[src/rtl/switch_debouncer.sv]
// Switch conditioner: per-bit synchroniser, debounce counter, registered rise/fall pulses and event outputs.
// Define SWITCH_DEBOUNCER_EVENT_LATCH_EN for sticky event_mask/event_valid with event_ack clearing.

module switch_debouncer_lane #(
   parameter int SYNC_STAGES     = 2,
   parameter int DEBOUNCE_CYCLES = 500000,
   parameter int CNT_WIDTH       = 20
) (
   input  logic clk,
   input  logic rst_n,
   input  logic raw,
   output logic stable,
   output logic rise,
   output logic fall,
   output logic accept
);
   logic [SYNC_STAGES-1:0] sync_q;
   logic [CNT_WIDTH-1:0]   cnt;
   logic                   sync;

   assign sync   = sync_q[SYNC_STAGES-1];
   // Accept on the last mismatching cycle; the counter is reset there, so it never wraps.
   assign accept = (sync != stable) && (cnt == CNT_WIDTH'(DEBOUNCE_CYCLES - 1));

   always_ff @(posedge clk or negedge rst_n) begin
      if (!rst_n) begin
         sync_q <= '0;
         cnt    <= '0;
         stable <= 1'b0;
         rise   <= 1'b0;
         fall   <= 1'b0;
      end else begin
         sync_q <= {sync_q[SYNC_STAGES-2:0], raw};
         rise   <= accept & sync;
         fall   <= accept & ~sync;
         if (sync == stable) begin
            cnt <= '0;
         end else if (accept) begin
            stable <= sync;
            cnt    <= '0;
         end else begin
            cnt <= cnt + CNT_WIDTH'(1);
         end
      end
   end
endmodule

module switch_debouncer #(
   parameter int NUM_SWITCHES    = 4,
   parameter int SYNC_STAGES     = 2,
   parameter int DEBOUNCE_CYCLES = 500000,
   parameter int CNT_WIDTH       = 20
) (
   input  logic                    SYSTEMCLOCK,
   input  logic                    PUSH_BUTTON_RESET_RAW,
   input  logic [NUM_SWITCHES-1:0] switch_raw,
   output logic [NUM_SWITCHES-1:0] switch_stable,
   output logic [NUM_SWITCHES-1:0] switch_rise,
   output logic [NUM_SWITCHES-1:0] switch_fall,
   output logic                    event_valid,
   output logic [NUM_SWITCHES-1:0] event_mask,
   input  logic                    event_ack
);
   logic [NUM_SWITCHES-1:0] accept;
   logic [NUM_SWITCHES-1:0] mask_nxt;

   switch_debouncer_lane #(
      .SYNC_STAGES    (SYNC_STAGES),
      .DEBOUNCE_CYCLES(DEBOUNCE_CYCLES),
      .CNT_WIDTH      (CNT_WIDTH)
   ) u_lane [NUM_SWITCHES-1:0] (
      .clk   (SYSTEMCLOCK),
      .rst_n (PUSH_BUTTON_RESET_RAW),
      .raw   (switch_raw),
      .stable(switch_stable),
      .rise  (switch_rise),
      .fall  (switch_fall),
      .accept(accept)
   );

`ifdef SWITCH_DEBOUNCER_EVENT_LATCH_EN
   // An ack replaces the mask with the edges registered on the same clock, so none are dropped.
   always_comb begin
      mask_nxt = event_mask | accept;
      if (event_valid && event_ack) mask_nxt = accept;
   end
`else
   logic unused_ack;
   assign unused_ack = event_ack;
   always_comb begin
      mask_nxt = accept;
   end
`endif

   always_ff @(posedge SYSTEMCLOCK or negedge PUSH_BUTTON_RESET_RAW) begin
      if (!PUSH_BUTTON_RESET_RAW) begin
         event_mask  <= '0;
         event_valid <= 1'b0;
      end else begin
         event_mask  <= mask_nxt;
         event_valid <= |mask_nxt;
      end
   end
endmodule

[config.mk]
export PLATFORM = sky130hd
export DESIGN_NAME = switch_debouncer
export DESIGN_NICKNAME = d
export VERILOG_FILES = /design/src/rtl/switch_debouncer.sv
export SDC_FILE = /design/constraint.sdc
export NUM_CORES = 1
export LEC_CHECK = 0
export BUFFER_PORTS_ARGS = -buffer_cell sky130_fd_sc_hd__buf_2
export CORE_MARGIN = 5
export CORE_UTILIZATION = 32
export CTS_CLUSTER_SIZE = 14
export DETAILED_ROUTE_END_ITERATION = 12
export PLACE_DENSITY = 0.53
export SYNTH_ARGS = -nofsm -noshare
export SYNTH_HDL_FRONTEND = slang
export SYNTH_SLANG_ARGS = --single-unit
[constraint.sdc]
create_clock -name SYSTEMCLOCK -period 4.6 [get_ports SYSTEMCLOCK]
set_clock_uncertainty 0.2 [all_clocks]
set_input_delay 0.23 -clock SYSTEMCLOCK [delete_from_list [all_inputs] [get_ports SYSTEMCLOCK]]
set_output_delay 0.23 -clock SYSTEMCLOCK [all_outputs]
set_load 0.02 [all_outputs]
==> key figures <==
STA
  – Fmax: 356 MHz
  – Worst slew pin tran: 0.843 ns
  – Min Clock Period, post-route: 2.81 ns
  – Max-slew headroom: 0.438
  – RSZ-0062 raised after global routing: false
  – Setup total negative slack: 0 ns
  – Final hold vios: 0
  – # setup viols final: 0
  – Slew Limit Fails: 0
  – Period utilization: 0.611
  – Worst Hold Margin: 0.157 ns

Synth
  – Synth Register Bits: 105
  – Sequential fraction of the synthesis area: 0.541
  – EDFF count, synth: 0
  – Yosys warnings: 0
  – Async SR Flop Fraction: 1.00
  – Syn Inst Count: 478
  – Post-synth cell types: 36
  – Post-Syn Area: 4860 um^2
  – XOR/XNOR share of the synthesized area: 0.0883
  – Mean Syn Cell Area: 10.2 um^2
  – Simple logic cell fraction of the synthesized area: 0.247
  – Top_reg_cell synth: dfrtp_1
  – Compound-Gate Fraction of Synth Area: 0.0667
  – Largest family of logic cells by synthesized area: simple AND/OR/NAND/NOR gates
  – Multiplexer area fraction after synthesis: 0.00927
  – Net count after synthesis: 489
  – Post-Synth Adder-Cell Area: 0.0103

Setup path
  – WS Path Type: register to register
  – Crit path capture type: register
  – Crit path DAT: 2.86 ns
  – Worst setup SP type: register
  – Worst-path maximum fanout: 11
  – Worst EP required: 4.65 ns

CTS
  – H-tree depth: 3
  – Sink Count: 105
  – CTS buffer count: 9
  – Worst-path clk slew: 0.07 ns
  – Clk buf depth: 2
  – CTS root buf: clkbuf_16
  – Clock latency at the later pin of the worst-skew pair: 0.35 ns
  – CTS tree: done
  – CTS resizes: 0

Cells and area
  – Final instance area: 5460 um^2
  – Post-layout nets: 508
  – P&R area growth vs syn: 12.3%
  – # diodes: 0
  – Proportion of layout cells with a drive suffix above 1: 0.110
  – Core Util, Final: 0.363

Floorplanning
  – Die H: 133 um
  – Die area: 17,800 um^2
  – Std cell rows: 45
  – Ports: 24
  – Die W: 133 um
  – Starting density of the core: 0.323
  – Core area: 15,000 um^2

Global route
  – Vias in the first global route: 3,334
  – Grt total ovfl: 0
  – Initial antenna violation count: 0
  – Largest net degree at the start of global routing: 67
  – GRT Resource Usage Total: 0.112
  – First-pass GRT wire length: 16,400 um

Placement
  – DP Area: 5100 um^2
  – Hpwl dp: 6390 um
  – Placer Congestion: 0.807
  – Port bufs: 22

Detailed routing
  – Initial DRC count: 257
  – Total Wirelength: 9310 um
  – Total number of vias: 3,447
  – DR vias/cell: 5.00
  – ANT nets after route: 0
  – DRC viols: 0
  – Pre-Repair DR Iteration Count: 4
  – Wire length per cell: 13.5 um

Job
  – Maxcap violations: 0

Outcome
  – Outcome: finished, final reports clean

Power and ir drop
  – PD cells: 328 nW/um^2
  – VDD IR max: 187 uV
  – Total power: 1790 uW
  – Pleak: 0.00218 uW

Min path
  – Worst Hold Class: register to register
-- state kept, by name (all words and copies together) (netlist names) --
name           count
u_lane.cnt        80
u_lane.fall        4
event_valid        1
u_lane.sync_q      8
event_mask         4
u_lane.stable      4
u_lane.rise        4
-- metal layers --
metal	track usage	vias up	wire length, um
met5	0	-	0
met4	0.0274	0	106
met3	0.0389	6	349
met2	0.177	47	4430
met1	0.149	1681	4420
li1	-	1713	-
-- area by class of cell --
cell class              instances  area [um^2]
flip-flops and latches        105         2630
well taps                     188          235
fillers                      1459         9580
multi-input cells             338         2050
clock buffers                   9          225
inverters                      11         41.3
clock inverters                 7         76.3
repair buffers                 32          200
-- kinds of logic after synthesis --
logic type      count (synthesis)
xor+xnor                       49
flops                         105
mux                             4
compound gates                 58
fa+ha+maj                       4
buf+inv                        35
simple gates                  223
-- through the flow --
step	setup slack, ns	instances
floorplan	2.46	478
global placement	1.80	669
detailed placement	1.76	669
CTS	1.74	690
global route	1.58	690
finish	1.79	690
-- worst max-delay path, stage by stage, from the launching register on --
cell      delay, ns
dfrtp_1        0.40
ha_1           0.22
nand4_1        0.24
or4_1          0.59
o21bai_1       0.68
buf_4          0.30
nor2_1         0.06
-- worst paths after layout --
kind	cells past startpoint	end	slack, ns	start
worst max-delay path	6	u_lane[2].cnt[12]	1.79	u_lane[2].cnt[0]
worst min-delay path	0	u_lane[0].sync_q[1]	0.16	u_lane[0].sync_q[0]
worst max register to register	6	u_lane[2].cnt[12]	1.79	u_lane[2].cnt[0]
worst min register to register	0	u_lane[0].sync_q[1]	0.16	u_lane[0].sync_q[0]
max in group asynchronous	3	u_lane[0].cnt[9]	2.83	PUSH_BUTTON_RESET_RAW
min in group asynchronous	2	u_lane[1].cnt[16]	0.30	PUSH_BUTTON_RESET_RAW
-- what timing repair did --
item / in CTS / in global routing
hold endpoints to repair: 69 / 0
buffers inserted: 0 / 0
setup endpoints to repair: 0 / 0
hold buffers: 5 / 0
-- synthesized netlist by cell type, drive strengths merged, types with 5 or more instances --
cell type	n	area (um^2)
buf	17	115
nor2	61	229
a21oi	27	135
and2	5	31.3
nand3	24	135
nand2	29	111
or4	14	105
inv	11	41.3
xnor2	35	307
dfrtp	105	2630
nor4	15	93.8
o31ai	8	60.1
nor3	14	75.1
clkbuf	7	26.3
xor2	14	123
o21ai	18	90.1
or3	20	125
nand4	19	125
-- layout by cell type, fill, tap and decap left out, types with 2 or more instances in the layout --
master / instances
a21oi_1: 27
and2_1: 5
and3_1: 4
and4_1: 4
buf_2: 21
buf_4: 6
clkbuf_16: 9
clkinvlp_4: 2
dfrtp_1: 105
dlygate4sd3_1: 5
ha_1: 4
inv_1: 11
inv_6: 3
mux2_2: 3
nand2_1: 28
nand2b_1: 2
nand3_1: 21
nand3_2: 3
nand3b_1: 3
nand4_1: 18
nor2_1: 61
nor3_1: 13
nor4_1: 15
nor4b_1: 4
nor4bb_1: 2
o21ai_0: 18
o21bai_1: 4
o31ai_1: 8
or2_2: 2
or3_1: 20
or4_1: 14
xnor2_1: 35
xor2_1: 14
-- power by group --
group | switching [uW] | leakage (uW) | internal [uW]
logic | 39.9 | 0.000600 | 17.7
clock network | 357 | 0.000143 | 427
registers | 13.6 | 0.00144 | 935
Power figures use the tool's default switching activity.
